==> config.mk <==
export PLATFORM = sky130hd
export DESIGN_NAME = key_sequencer_flat
export DESIGN_NICKNAME = d
export VERILOG_FILES = /design/src/rtl/enigma_pkg.sv /design/src/rtl/key_sequencer_if.sv /design/src/rtl/onehot_encode26.sv /design/src/rtl/key_sequencer.sv /design/src/flat_wrapper.sv
export SDC_FILE = /design/constraint.sdc
export NUM_CORES = 1
export LEC_CHECK = 0
export BUFFER_PORTS_ARGS = -buffer_cell sky130_fd_sc_hd__buf_4
export CORE_MARGIN = 2
export CORE_UTILIZATION = 31
export CTS_CLUSTER_SIZE = 28
export DETAILED_ROUTE_END_ITERATION = 16
export MAX_ROUTING_LAYER = met4
export PLACE_DENSITY = 0.59
export RECOVER_POWER = 25
export SETUP_SLACK_MARGIN = 0.2
export SKIP_LAST_GASP = 1
export SLEW_MARGIN = 20
export SYNTH_ARGS = -nofsm -noshare
export SYNTH_HDL_FRONTEND = slang
export SYNTH_SLANG_ARGS = --single-unit
==> constraint.sdc <==
create_clock -name clk -period 5.36 [get_ports clk]
set_clock_uncertainty 0.05 [all_clocks]
set_input_delay 0 -clock clk [delete_from_list [all_inputs] [get_ports clk]]
set_output_delay 0 -clock clk [all_outputs]
set_load 0.005 [all_outputs]
==> src/rtl/enigma_pkg.sv <==
// Shared constants and FSM state encoding for the scrambler front-end blocks.
package enigma_pkg;
  localparam int NUM_LETTERS = 26;
  localparam int LETTER_W = 5;
  localparam logic [LETTER_W-1:0] LETTER_ERR = 5'd31;

  typedef enum logic [1:0] {
    IDLE  = 2'd0,
    PRESS = 2'd1,
    GAP   = 2'd2,
    ERROR = 2'd3
  } state_t;
endpackage

==> src/rtl/key_sequencer_if.sv <==
// Bundle of upstream letter, core key/lamp and downstream result signals around key_sequencer.
interface key_sequencer_if;
  import enigma_pkg::*;

  // Both letter channels use valid/ready: a transfer happens on a rising edge where
  // valid & ready are both high; the producer holds its data stable while valid & ~ready.
  logic [LETTER_W-1:0]    in_letter;
  logic                   in_valid;
  logic                   in_ready;
  logic [NUM_LETTERS-1:0] key;
  logic [NUM_LETTERS-1:0] lamp;
  logic [LETTER_W-1:0]    out_letter;
  logic                   out_err;
  logic                   out_valid;
  logic                   out_ready;
  logic                   busy;

  modport master (
    output in_letter, in_valid, lamp, out_ready,
    input  in_ready, key, out_letter, out_err, out_valid, busy
  );

  modport slave (
    input  in_letter, in_valid, lamp, out_ready,
    output in_ready, key, out_letter, out_err, out_valid, busy
  );
endinterface

==> src/rtl/onehot_encode26.sv <==
// Combinational 26-bit one-hot to letter index encoder with an exactly-one-bit check.
module onehot_encode26
  import enigma_pkg::*;
(
  input  logic [NUM_LETTERS-1:0] i_vec,
  output logic [LETTER_W-1:0]    o_index,
  output logic                   o_one_hot_ok
);
  always_comb begin
    o_index = '0;
    for (int i = NUM_LETTERS - 1; i >= 0; i--) begin
      if (i_vec[i]) o_index = LETTER_W'(i);
    end
    // x & (x-1) clears the lowest set bit, so zero means at most one bit was set
    o_one_hot_ok = (i_vec != '0) && ((i_vec & (i_vec - NUM_LETTERS'(1))) == '0);
  end
endmodule

==> src/rtl/key_sequencer.sv <==
// Presses one key per accepted letter for a fixed window, samples the lamp, and returns the encoded letter.
module key_sequencer
  import enigma_pkg::*;
#(
  parameter int PRESS_CYCLES = 4,
  parameter int GAP_CYCLES   = 2
) (
  input  logic            clk,
  input  logic            reset,
  key_sequencer_if.slave  bus,
  output state_t          o_state
);
  localparam int CNT_MAX = (PRESS_CYCLES > GAP_CYCLES) ? PRESS_CYCLES : GAP_CYCLES;
  localparam int CNT_W   = $clog2(CNT_MAX + 1);
  localparam logic [CNT_W-1:0] PRESS_LOAD = CNT_W'(PRESS_CYCLES - 1);
  localparam logic [CNT_W-1:0] GAP_LOAD   = CNT_W'(GAP_CYCLES - 1);

  state_t                 r_state;
  logic [CNT_W-1:0]       r_cnt;
  logic [NUM_LETTERS-1:0] r_key;
  logic                   r_out_valid;
  logic [LETTER_W-1:0]    r_out_letter;
  logic                   r_out_err;

  logic                   w_in_ready;
  logic                   w_in_fire;
  logic                   w_out_fire;
  logic                   w_letter_ok;
  logic [LETTER_W-1:0]    w_lamp_idx;
  logic                   w_lamp_ok;

  onehot_encode26 u_lamp_enc (
    .i_vec        (bus.lamp),
    .o_index      (w_lamp_idx),
    .o_one_hot_ok (w_lamp_ok)
  );

  // A parked result blocks new letters so it can never be overwritten.
  assign w_in_ready  = ~reset & (r_state == IDLE) & ~r_out_valid;
  assign w_in_fire   = bus.in_valid & w_in_ready;
  assign w_out_fire  = r_out_valid & bus.out_ready;
  assign w_letter_ok = bus.in_letter < LETTER_W'(NUM_LETTERS);

  always_ff @(posedge clk) begin
    if (reset) begin
      r_state      <= IDLE;
      r_cnt        <= '0;
      r_key        <= '0;
      r_out_valid  <= 1'b0;
      r_out_letter <= '0;
      r_out_err    <= 1'b0;
    end else begin
      if (w_out_fire) r_out_valid <= 1'b0;
      case (r_state)
        IDLE: begin
          if (w_in_fire) begin
            if (w_letter_ok) begin
              r_state <= PRESS;
              r_cnt   <= PRESS_LOAD;
              r_key   <= NUM_LETTERS'(1) << bus.in_letter;
            end else begin
              // Illegal letter: report it without ever touching the key vector.
              r_state      <= ERROR;
              r_cnt        <= '0;
              r_out_valid  <= 1'b1;
              r_out_letter <= LETTER_ERR;
              r_out_err    <= 1'b1;
            end
          end
        end
        PRESS: begin
          if (r_cnt == '0) begin
            r_state      <= GAP;
            r_cnt        <= GAP_LOAD;
            r_key        <= '0;
            r_out_valid  <= 1'b1;
            r_out_letter <= w_lamp_ok ? w_lamp_idx : LETTER_ERR;
            r_out_err    <= ~w_lamp_ok;
          end else begin
            r_cnt <= r_cnt - CNT_W'(1);
          end
        end
        GAP: begin
          if (r_cnt == '0) begin
            r_state <= IDLE;
            r_cnt   <= '0;
          end else begin
            r_cnt <= r_cnt - CNT_W'(1);
          end
        end
        ERROR: begin
          r_state <= IDLE;
          r_cnt   <= '0;
        end
        default: begin
          r_state <= IDLE;
          r_cnt   <= '0;
          r_key   <= '0;
        end
      endcase
    end
  end

  assign bus.in_ready   = w_in_ready;
  assign bus.key        = r_key;
  assign bus.out_letter = r_out_letter;
  assign bus.out_err    = r_out_err;
  assign bus.out_valid  = r_out_valid;
  assign bus.busy       = (r_state != IDLE);
  assign o_state        = r_state;
endmodule
==> src/flat_wrapper.sv <==
// flat-port wrapper written by rule: the top's interface ports become plain ports
module key_sequencer_flat import enigma_pkg::*;
#(
  parameter int PRESS_CYCLES = 4,
  parameter int GAP_CYCLES   = 2
)
  (clk, reset, o_state, bus_in_letter, bus_in_valid, bus_lamp, bus_out_ready, bus_in_ready, bus_key, bus_out_letter, bus_out_err, bus_out_valid, bus_busy);
  key_sequencer_if bus_i ();
  input  logic clk;
  input  logic reset;
  output state_t o_state;
  input wire logic [$bits(bus_i.in_letter)-1:0] bus_in_letter;
  input wire logic [$bits(bus_i.in_valid)-1:0] bus_in_valid;
  input wire logic [$bits(bus_i.lamp)-1:0] bus_lamp;
  input wire logic [$bits(bus_i.out_ready)-1:0] bus_out_ready;
  output wire logic [$bits(bus_i.in_ready)-1:0] bus_in_ready;
  output wire logic [$bits(bus_i.key)-1:0] bus_key;
  output wire logic [$bits(bus_i.out_letter)-1:0] bus_out_letter;
  output wire logic [$bits(bus_i.out_err)-1:0] bus_out_err;
  output wire logic [$bits(bus_i.out_valid)-1:0] bus_out_valid;
  output wire logic [$bits(bus_i.busy)-1:0] bus_busy;
  assign bus_i.in_letter = bus_in_letter;
  assign bus_i.in_valid = bus_in_valid;
  assign bus_i.lamp = bus_lamp;
  assign bus_i.out_ready = bus_out_ready;
  assign bus_in_ready = bus_i.in_ready;
  assign bus_key = bus_i.key;
  assign bus_out_letter = bus_i.out_letter;
  assign bus_out_err = bus_i.out_err;
  assign bus_out_valid = bus_i.out_valid;
  assign bus_busy = bus_i.busy;
  key_sequencer #(.PRESS_CYCLES(PRESS_CYCLES), .GAP_CYCLES(GAP_CYCLES)) u_core (.clk(clk), .reset(reset), .bus(bus_i), .o_state(o_state));
endmodule
* After elaboration in Yosys (flattened, before gate mapping)
Index checks and enable logic that the tools add are counted.
** Storage, ports and cells
- Output and inout port bits :: 37
- Register bits :: 38
** Operators by class
- Bitwise operators :: 8
- Shift operators :: 1
- Muxes and demuxes :: 54
- Equality and inequality tests :: 8
- $add $sub $neg :: 2
- Reductions and logical operators :: 10
- Magnitude comparators :: 1
** Operator list (count)
- 5-bit two-way mux :: 30
- 26-bit two-way mux :: 3
- 26-bit one-hot mux with 2 select lines :: 1
- 26-bit AND :: 1
- 26-bit zero test :: 1
- 26-bit nonzero test :: 1
- 1-bit by 5-bit left shift with 26-bit output, first input constant :: 1
- 26-bit by 1-bit subtractor with 26-bit output, second input constant :: 1
- 3-bit one-hot mux with 4 select lines :: 1
- 2-bit two-way mux :: 5
- 5-bit one-hot mux with 2 select lines :: 1
- 3-bit two-way mux :: 3
- 2-bit by 1-bit != test with 1-bit output, second input constant :: 4
- 2-bit one-hot mux with 4 select lines :: 1
- 4-bit AND reduction :: 2
- 1-bit two-way mux :: 7
- 5-bit < comparator, second input constant :: 1
- 1-bit AND :: 4
- 2-bit equality test, second input constant :: 2
- 1-bit one-hot mux with 2 select lines :: 2
- 2-bit nonzero test :: 2
- 3-bit zero test :: 1
- 1-bit inverter :: 3
- 3-bit AND reduction :: 1
- other kinds (5) :: 5

* Longest topological paths before layout
Gate-level depths: netlist of the first run.
- Depth in word-level cells :: 29
- Gate-level depth with buffers :: 9
- Gate-level depth less buffers :: 9

* By module
Synthesis of the first run repeated with hierarchy kept, for this count alone.
** Unflattened totals
- Cell total of the unflattened synthesis :: 284
- Area total of the unflattened synthesis :: 2265.9 µm²
** Modules (own cells, without submodules)
- key_sequencer :: cells each 187, area each 1694.1 µm², times used 1
- onehot_encode26 :: cells each 97, area each 571.8 µm², times used 1

* Worst setup path after synthesis of the first run
OpenSTA, ideal clock, no wires.
- Path kind :: register to register
- From :: register u_core.r_state[1], in the netlist u_core.o_state[1]
- To :: register u_core.r_out_letter[2], in the netlist u_core.bus.out_letter[2]
- Data arrival time :: 2.232 ns
- Cell stages (with the launch flop) :: 8
- Slack :: 2.944 ns
- Data required time :: 5.176 ns
- Period minus slack after synthesis :: 2.416 ns
- Cells stage by stage :: dfxtp_1 -> or4_4 -> o31ai_4 -> o21ai_1 -> a2111o_1 -> nor4_4 -> o31a_2 -> a211oi_1
** Between the ends
- Cells in the longest elaborated chain, start to end :: 6
- Elaborated cells between the ends (all ways) :: 11
** RTL lines
- start: declaration :: RTL line key_sequencer.sv:18 : state_t r_state;
- start signal: assignment :: RTL line key_sequencer.sv:46 : r_state <= IDLE;
- start signal: assignment :: RTL line key_sequencer.sv:58 : r_state <= PRESS;
- start signal: assignment :: RTL line key_sequencer.sv:63 : r_state <= ERROR;
- 2-bit zero test :: RTL line key_sequencer.sv:39, key_sequencer.sv:54
- 1-bit AND (2 in a row) :: RTL line key_sequencer.sv:39 : assign w_in_ready = ~reset & (r_state == IDLE) & ~r_out_valid;
- 1-bit AND :: RTL line key_sequencer.sv:40 : assign w_in_fire = bus.in_valid & w_in_ready;
- 2-bit by 1-bit != test with 1-bit output (no source line)
- 4-bit AND reduction (no source line)
- end signal: assignment :: RTL line key_sequencer.sv:77 : r_out_letter <= w_lamp_ok ? w_lamp_idx : LETTER_ERR;
- end: declaration :: RTL line key_sequencer.sv:22 : logic [LETTER_W-1:0] r_out_letter;
Parallel ways exist; a longest one is shown, timed or not.
A chain may end at the register's enable or synchronous reset.

* Worst setup path in the final report of the first run
- From :: register u_core.r_state[1], in the netlist u_core.o_state[1]
- To :: register u_core.r_out_letter[0], in the netlist u_core.bus.out_letter[0]
Same word-level chain as after synthesis.

==> metrics.md, run 1 <==
| Metric | Value |
|---|---|
| Status | finished clean |
| # clock sinks | 38 |
| Die W | 87.5 µm |
| # nets final | 401 |
| Max-cap violations | 0 |
| Normalized max-slew margin | 0.618 |
| CTS buffer count | 5 |
| Mapped Avg Cell Area | approximately 7.5 µm² |
| Yosys warns | 0 |
| Reg2Reg Setup Slack | 2.72 ns |
| # IOs | 72 |
| HP Start | bus_lamp[1] |
| Peak VDD IR | 0.101 mV |
| GRT Overall Usage | 0.164 |
| Final Hold Vio Count | 0 |
| # DRC | 0 |
| ANT cells | 0 |
| DRT Pass-1 Iters | 4 |
| Post-cts resize count | 0 |
| Layout Area Growth over Synthesis | 37.0% |
| Leakage | 1.14 nW |
| Hpwl dp | 4440 µm |
| Pin count of the biggest net entering global routing | between 40 and 50 |
| Crit path cell chain | or4_4 -> o31ai_4 -> o21ai_1 -> a2111o_1 -> nor4_4 -> o31a_2 -> a211oi_1 |
| Register area share after synthesis | 0.352 |
| Least-Margin Pin Slew | between 0.5 and 0.6 ns |
| Cell count after placement | 430 |
| GRT Residual Overflow | 0 |
| Clk_lat worst skew | 0.29 ns |
| Cells on worst reg2reg path | 7 |
| Top cells by area, synth | dfxtp_1 (35%), nor2_1 (9.0%), a21oi_1 (8.6%), nor3_1 (5.1%), nand2_1 (3.6%) |
| Worst setup path category | reg -> reg |
| Share of the synthesized area in the top cell type | 0.352 |
| Logic gate share of total power | 0.193 |
| Via count | 2358 |
| Final Non-Filler Cells | roughly 450 |
| Htree depth | 2 |
| Die Y | about 88 µm |
| Power per Cell Area | 251 mW/mm² |
| Setup TNS | 0 ns |
| Final Cell Area | around 0.0030 mm² |
| Worst-path clk slew | 0.07 ns |
| CP Launch Type | flop |
| DR iter-0 viols | 125 |
| Row count | 30 |
| Global-route wire length before repair | 9780 µm |
| Ratio of cells with drive above 1 in the final layout | 0.241 |
| WL per Instance | 13.5 µm |
| Final setup violation count | 0 |
| Hold Path End | u_core.bus.out_letter[3] |
| Root Buffer | clkbuf_8 |
| Cell variety after synth | 45 |
| Switching Share | 0.258 |
| Starting Density | 0.320 |
| Worst r2r dst | u_core.bus.out_letter[0] |
| Post-DP Area | 0.00276 mm² |
| Area of the core | a little under 0.007 mm² |
| Drt total wl | 5990 µm |
| Share of power burned in the clock network | 0.402 |
| Die outline area | 0.00766 mm² |
| Post-Syn Nets | around 330 |
| Slowest-stage cell, CP | or4_4 |
| Syn Inst Count | 290 |
| Register bit count reported by yosys | 38 |
| Post-synthesis cell area | 0.00216 mm² |
| Final worst path period share | 0.493 |
| Crit path required time | 5.47 ns |
| RR Startpoint | u_core.o_state[1] |
| Cts hold-fix bufs | 7 |
| WP data arrival | 2.75 ns |
| RSZ-0062 raised after global routing | no |
| Hold slack | roughly 0.026 ns |
| CP max FO | 9 |
| Post-CTS Repair Setup Buffers | 0 |
| WHS Path Cells | 4 |
| Placer congestion estimate | 0.854 |
| EDFF count, synth | 0 |
| Clock buffer depth | 2 |
| Internal | 0.000551 W |
| Vias in the first global route | around 2100 |
| CTS tree | yes |
| Ys flop type | dfxtp_1 |
| Slew Limit Fails | 0 |
| Nature of the critical path endpoint | flop |
| Initial antenna violation count | 0 |
| Cell taking the most area after synthesis | dfxtp_1 |
| Hold Path Class | in -> reg |
| Async SR Flop Fraction | 0 |
| Max incr delay on CP | between 0.5 and 0.6 ns |
| Post-route ant nets | 0 |
| Crit path buffers/inverters | 0 |
| Final Critical Period | 2.64 ns |
| Net Switching | roughly 0.00019 W |
| Largest delay share family, worst path | compound AO/OA/AOI/OAI gates |
| Number of port buffers | 71 |
| Highest clock rate | 378 MHz |
| Via density per instance | between 5 and 6 |
| Seq pwr share | 0.405 |
## power groups by stage
stage	Sequential, W	Combinational (W)	Clock [W]
floorplan	0.000306	0.0000770	0
global placement	0.000307	0.000141	0
detailed placement	0.000307	0.000140	0
CTS	0.000300	0.000145	0.000309
global route	0.000302	0.000160	0.000318
finish	0.000301	0.000143	0.000299
## cells in the final DEF, fill, tap and decap left out, drive strengths merged, types with 9 or more instances in the layout
cell and count:
a21oi 37, nand2b 9, buf 54, clkbuf 24
nor3 22, nor2 52, o21ai 13, dfxtp 38
nor4 13, inv 9, nand2 21
## metrics by stage
stage | util | setup slack [ns] | power (W)
2_1_floorplan | - | 2.94 | 0.000383
4_1_cts | 0.440 | 2.71 | 0.000754
3_3_place_gp | 0.408 | 2.81 | 0.000448
5_1_grt | 0.439 | 2.58 | 0.000781
6_report | 0.439 | 2.72 | 0.000742
3_5_place_dp | 0.408 | 2.73 | 0.000448
## registers in the layout, indices dropped and copies added (netlist names)
signal	flops
u_core.r_cnt	3
u_core.o_state	2
u_core.bus.out_letter	5
u_core.bus.key	26
u_core.bus.out_valid	1
u_core.bus.out_err	1
## logic make-up after synthesis
family / synth area share
AND/OR/NAND/NOR: 0.346
AO/OA/AOI/OAI: 0.249
flip-flops: 0.352
buffers and inverters: 0.0365
adder cells (fa/ha/maj): 0.0162
## per-layer routing
metal  up-vias  GRT usage  share of wire
li1       1213          -              -
met1      1069      0.226           0.49
met2        68      0.243           0.45
met3         8     0.0313          0.052
met4         0     0.0490          0.013
met5         -          -              0
## synthesized netlist by cell type (2+ instances only)
library cell,count
nor3_1,22
a2111oi_0,4
or3_1,5
clkbuf_1,11
nand4_1,5
nor4_4,3
nand3_1,4
nor4_1,10
nand2_1,21
or2_2,3
nor2_1,52
o211ai_1,3
ha_1,2
nor2b_1,5
o21bai_1,2
inv_1,9
nand3b_1,3
a211oi_1,7
dfxtp_1,38
o21ai_1,2
nand2b_1,9
a21oi_1,37
o21ai_0,11
## final cells by class
cell class                 instances  area (µm²)
timing repair buffer              79         603
inverter                           9        33.8
fill                             720        3790
clock inverter                     2        60.1
sequential                        38         761
multi-input combinational        231        1320
tap                               80         100
clock buffer                       6        82.6
## worst max-delay path by stage
stage,from,endpoint,slack [ns],cells after the start
final,u_core.o_state[1],u_core.bus.out_letter[0],2.72,7
after detailed placement,u_core.o_state[1],u_core.bus.out_letter[2],2.73,7
after floorplan,u_core.o_state[1],u_core.bus.out_letter[2],2.94,7
after CTS,u_core.o_state[1],u_core.bus.out_letter[2],2.71,7
after global routing,u_core.o_state[1],u_core.bus.key[6],2.58,7
after global placement,u_core.o_state[1],u_core.bus.out_letter[2],2.81,7
## worst min-delay path: cells and delay by family
kind            cells  cell delay [ns]
simple gates        2             0.14
buf+inv             1             0.12
compound gates      1             0.06
Power figures use the tool's default switching activity.
==> inputs of run 2 (changes only) <==
Settings changed: PLACE_DENSITY 0.59 to 0.6.
Clock period 5.36 ns to 2.39 ns, I/O delays scaled along.
==> run 2 against run 1 <==
  * Count of clock-buffer cells in the layout grew 1
  * Sequential share of layout area down 0.078 points
  * Sequential power increased by 120%
  * Non-clock buffer count up 9
  * Critical path type unchanged
  * Critical endpoint is now u_core.bus.out_letter[1]
  * Largest cell class unchanged
  * Highest routed layer unchanged
==> metrics.md, run 2 (synthesis results as in run 1) <==
| Metric | Value |
|---|---|
| Status | finished clean |
| DR iter-0 viols | about 90 |
| Pin count of the biggest net entering global routing | 39 |
| WL per Instance | ~14 µm |
| Via count | about 2400 |
| Number of flip-flops in the largest register | 26 |
| Worst-path clk slew | 0.07 ns |
| Worst r2r dst | u_core.bus.out_letter[1] |
| Met2 routed WL | 2810 µm |
| Slew Limit Fails | 0 |
| Final worst path period share | 0.996 |
| Via density per instance | 5.29 |
| Post-CTS Repair Setup Buffers | 0 |
| Highest clock rate | 420 MHz |
| Crit path buffers/inverters | 0 |
| Normalized max-slew margin | 0.578 |
| CTS buffer count | 5 |
| Most common cell after layout, fill and taps aside | buf_4 |
| Die outline area | about 0.0077 mm² |
| Clk_lat worst skew | approximately 0.29 ns |
| Power per Cell Area | between 400 and 500 mW/mm² |
| Met3 Routed Length | 204 µm |
| Slowest-stage cell, CP | or4_4 |
| RR Startpoint | u_core.o_state[1] |
| Clock buffer depth | 2 |
| Die W | 87.5 µm |
| Reg2Reg Setup Slack | about 0.011 ns |
| Least-Margin Pin Slew | a little over 0.6 ns |
| Commonest cells after routing, fill and taps aside | buf_4 (67), nor2_1 (52), a21oi_1 (37) |
| # clock sinks | 38 |
| GRT Residual Overflow | 0 |
| CP Launch Type | flop |
| Vias in the first global route | roughly 2100 |
| Max layer used | met4 |
| Cells on worst reg2reg path | 7 |
| Nature of the critical path endpoint | flop |
| Setup crit start | u_core.o_state[1] |
| WP data arrival | between 2 and 2.5 ns |
| Final Critical Period | 2.38 ns |
| DRT Pass-1 Iters | 5 |
| Number of stages on the worst setup path | 7 |
| CP endpoint | u_core.bus.out_letter[1] |
| Final Cell Area | 0.00298 mm² |
| Crit path cell chain | or4_4 -> o31ai_4 -> o21ai_1 -> a2111o_1 -> nor4_4 -> o31a_2 -> a211oi_1 |
| Post-DP Area | 0.00285 mm² |
| GRT Overall Usage | 0.171 |
| Area of the core | 0.00676 mm² |
| Final Hold Vio Count | 0 |
| Ratio of cells with drive above 1 in the final layout | 0.278 |
| Worst setup margin | 0.0106 ns |
| # nets final | between 400 and 500 |
| Largest delay share family, worst path | compound AO/OA/AOI/OAI gates |
| Row count | 30 |
| Hold Path Class | in -> reg |
| Final setup violation count | 0 |
| Worst setup path category | reg -> reg |
| Root Buffer | clkbuf_8 |
| Hold slack | 0.0191 ns |
| Post-route ant nets | 0 |
| Htree depth | 2 |
| ANT cells | 0 |
| Die Y | approximately 88 µm |
| Number of port buffers | around 70 |
| Placer congestion estimate | between 0.8 and 0.9 |
| Max-cap violations | 0 |
| Starting Density | 0.320 |
| Drt total wl | 6220 µm |
| CP max FO | 4 |
| RSZ-0062 raised after global routing | yes |
| Global-route wire length before repair | 10100 µm |
| Initial antenna violation count | 0 |
| # IOs | 72 |
| Peak VDD IR | between 0.15 and 0.2 mV |
| Leakage | 1.17 nW |
| CTS tree | yes |
| Max incr delay on CP | 0.56 ns |
| # DRC | 0 |
| Crit path required time | ~2.5 ns |
| Hpwl dp | 4710 µm |
| Layout Area Growth over Synthesis | 37.9% |
| Post-place setup slack | 0.0339 ns |
| Met1 wire length | 3130 µm |
run 2: cell types whose count changed in the layout (fill, tap and decap cells not counted), sizes merged:
cell	previous run	this run
buf	54	67
dlygate4sd3	7	4
bufinv	2	0
clkinv	0	1
run 2: worst min path at each step:
| stage | from | endpoint | cells after the start |
|---|---|---|---|
| after detailed placement | bus_out_ready | u_core.bus.out_valid | 3 |
| after floorplan | bus_in_letter[0] | u_core.bus.key[25] | 2 |
| final | bus_in_letter[2] | u_core.bus.key[6] | 3 |
| after CTS | bus_lamp[0] | u_core.bus.out_letter[0] | 3 |
| after global routing | bus_lamp[0] | u_core.bus.out_letter[0] | 3 |
| after global placement | bus_out_ready | u_core.bus.out_valid | 3 |
run 2: per-stage QoR:
stage | std cells | TNS [ns] | utilization | total power [W]
detailed placement | 442 | 0 | 0.422 | 0.00103
global route | 454 | -0.286 | 0.441 | 0.00156
global placement | 442 | 0 | 0.422 | 0.00102
floorplan | 290 | 0 | - | 0.000860
CTS | 454 | 0 | 0.441 | 0.00149
finish | 454 | 0 | 0.441 | 0.00147
run 2: area by class of cell:
cell class	count	area [µm²]
clock inverter	1	5.00
timing repair buffer	88	667
fill	725	3770
inverter	9	33.8
multi-input combinational	231	1330
clock buffer	7	86.3
sequential	38	763
tap	80	100
run 2: layer usage:
metal,vias to the layer above,track usage
met3,6,0.0284
met1,1108,0.240
li1,1237,-
met5,-,-
met2,51,0.251
met4,0,0.0490
run 2: worst min-delay path, delay by kind of cell:
kind            cells  cell delay (ns)
buf+inv             1             0.15
simple gates        1             0.10
compound gates      1             0.06
run 2: what timing repair did:
item	CTS	global route
hold buffers	4	0
pin swaps	1	0
gates resized for setup	1	1
hold endpoints to repair	5	0
setup endpoints to repair	9	11
run 2: power by group:
group / switching, W / leakage, nW / internal (W)
sequential: 0.0000152 / 0.308 / 0.000656
combinational: 0.000196 / 0.814 / 0.000152
clock: 0.000216 / 0.0482 / 0.000233
==> inputs of run 3 (changes only) <==
--- a/config.mk
+++ b/config.mk
@@ -10,2 +10,3 @@
 export CORE_UTILIZATION = 31
+export CTS_BUF_LIST = sky130_fd_sc_hd__clkbuf_4 sky130_fd_sc_hd__clkbuf_8
 export CTS_CLUSTER_SIZE = 28
==> constraint.sdc (replaced) <==
create_clock -name clk -period 2.39 [get_ports clk]
set_clock_uncertainty 0.05 [all_clocks]
set_input_delay 0.478 -clock clk [delete_from_list [all_inputs] [get_ports clk]]
set_output_delay 0.478 -clock clk [all_outputs]
set_load 0.005 [all_outputs]
==> run 3 against run 2 <==
  * The run now ends with negative setup slack left
  * Critical path type unchanged
  * Flip-flop and latch count stayed put
  * Clock power up 21%
  * Non-clock buffer count rose by 25
  * Sequential power about the same
  * Routed wire length increased by 3.3%
  * Cell count up 5.5%
  * Count of clock-buffer cells in the layout down 2
  * Register-to-register slack is essentially flat
  * Worst setup slack got worse by 0.012 ns
==> metrics.md, run 3 (synthesis results as in run 1) <==
| Metric | Value |
|---|---|
| Crit path required time | 2.50 ns |
| WHS Path Cells | 2 |
| Nature of the critical path endpoint | flop |
| Number of port buffers | 71 |
| Pin count of the biggest net entering global routing | 46 |
| Most common cell after layout, fill and taps aside | buf_4 |
| Switching Share | 0.285 |
| Worst setup path category | reg -> reg |
| Peak VDD IR | around 0.26 mV |
| Ratio of cells with drive above 1 in the final layout | 0.336 |
| CP Launch Type | flop |
| # nets final | 435 |
| Post-route ant nets | 0 |
| Normalized max-slew margin | 0.563 |
| Cells on worst reg2reg path | 7 |
| HP Start | u_core.bus.key[9] |
| DRT Pass-1 Iters | 4 |
| Clock buffer depth | 2 |
| Commonest cells after routing, fill and taps aside | buf_4 (95), nor2_1 (52), a21oi_1 (37), dfxtp_1 (37), nor3_1 (22) |
| Slew Limit Fails | 0 |
| Final Critical Period | 2.39 ns |
| RSZ-0062 raised after global routing | yes |
| Worst r2r dst | u_core.bus.out_letter[0] |
| Cell count after placement | 471 |
| Leakage | roughly 1.3 nW |
| Share of power burned in the clock network | 0.340 |
| Placer congestion estimate | 0.844 |
| Max-cap violations | 0 |
| Clk_lat worst skew | 0.30 ns |
| Status | finished with violations |
| Via count | about 2500 |
| Final Non-Filler Cells | 479 |
| GRT Overall Usage | 0.177 |
| Die Y | 87.5 µm |
| Slowest-stage cell, CP | or4_4 |
| # DRC | 0 |
| WP data arrival | 2.50 ns |
| Internal | approximately 0.0011 W |
| Seq pwr share | 0.420 |
| # IOs | 72 |
| GRT Residual Overflow | 0 |
| Failing checks | negative setup slack |
| DR iter-0 viols | 176 |
| Vias in the first global route | between 2000 and 2500 |
| Final worst path period share | 1.00 |
| Hpwl dp | just under 5000 µm |
| Number of flip-flops in the largest register | 26 |
| Row count | 30 |
| Least-Margin Pin Slew | 0.639 ns |
| CP max FO | 4 |
| Final Hold Vio Count | 0 |
| Drt total wl | 6430 µm |
| ANT cells | 0 |
| # clock sinks | 38 |
| Htree depth | 2 |
| Worst-path clk slew | 0.08 ns |
| Initial antenna violation count | 0 |
| Worst setup margin | -0.00165 ns |
| Hold slack | 0.401 ns |
| Final Cell Area | 0.00320 mm² |
| Overall Power | 0.00160 W |
| Hold Path Class | reg -> reg |
| Reg2Reg Setup Slack | -0.002 ns |
| CTS tree | yes |
| Global-route wire length before repair | 10500 µm |
| Cts hold-fix bufs | 0 |
| Net Switching | 0.000454 W |
| Die outline area | 0.00766 mm² |
| Logic gate share of total power | 0.240 |
| Highest clock rate | approximately 420 MHz |
| Die W | 87.5 µm |
| Layout Area Growth over Synthesis | 48.0% |
| Post-DP Area | 0.00309 mm² |
| Area of the core | 0.00676 mm² |
| Crit path cell chain | or4_4 -> o31ai_4 -> o21ai_1 -> a2111o_1 -> nor4_4 -> o31a_2 -> a211oi_1 |
| Power per Cell Area | roughly 500 mW/mm² |
| CTS buffer count | 5 |
| Starting Density | 0.320 |
| Via density per instance | 5.11 |
| Root Buffer | clkbuf_8 |
| Hold Path End | u_core.bus.key[9] |
| Max incr delay on CP | between 0.5 and 0.6 ns |
| WL per Instance | 13.4 µm |
| Final setup violation count | 1 |
| RR Startpoint | u_core.o_state[1] |
-- run 3: final cells by class --
class | count | area, µm²
Fill cell | 701 | 3560
Multi-Input combinational cell | 231 | 1340
Timing Repair Buffer | 113 | 857
Sequential cell | 38 | 762
Tap cell | 80 | 100
Clock buffer | 5 | 68.8
Clock inverter | 3 | 40.0
Inverter | 9 | 33.8
-- run 3: per-stage QoR --
stage / setup TNS, ns / setup slack (ns) / utilization
floorplan: -0.0647 / -0.0240 / -
global placement: -0.750 / -0.156 / 0.457
detailed placement: -0.929 / -0.191 / 0.457
CTS: -0.0693 / -0.0245 / 0.473
global route: -0.309 / -0.0868 / 0.474
finish: -0.00165 / -0.00165 / 0.474
-- run 3: power by group through the flow --
stage	clock [W]	sequential, W	combinational (W)
3_5_place_dp	0	0.000686	0.000380
2_1_floorplan	0	0.000687	0.000173
6_report	0.000543	0.000671	0.000382
5_1_grt	0.000580	0.000674	0.000423
4_1_cts	0.000558	0.000671	0.000382
3_3_place_gp	0	0.000685	0.000375
-- run 3: critical path: cells and delay by family (launching register included) --
family          cells  cell delay (ns)
compound gates      5             1.03
simple gates        2             0.85
flops               1             0.32
-- run 3: metal layers --
metal / routed length, µm / GRT usage / part of all wire
met5: 0 / - / 0
met4: 104 / 0.0545 / 0.016
met3: 250 / 0.0294 / 0.039
met1: 3080 / 0.246 / 0.48
met2: 3000 / 0.260 / 0.47
-- run 3: worst max path at each step --
stage / cells after the start / to / start / slack [ns]
floorplan: 7 / u_core.bus.out_letter[2] / reset / -0.02
global placement: 8 / u_core.bus.out_letter[2] / bus_lamp[8] / -0.16
detailed placement: 9 / u_core.bus.out_letter[1] / bus_lamp[12] / -0.19
CTS: 7 / u_core.bus.out_letter[0] / u_core.o_state[1] / -0.02
global route: 7 / u_core.bus.out_letter[0] / u_core.o_state[1] / -0.09
finish: 7 / u_core.bus.out_letter[0] / u_core.o_state[1] / -0.002
-- run 3: repair_timing --
item	4_1_cts	5_1_grt
buffers inserted	0	0
setup endpoints to repair	6	8
resized for setup	0	2
pin swaps	1	0
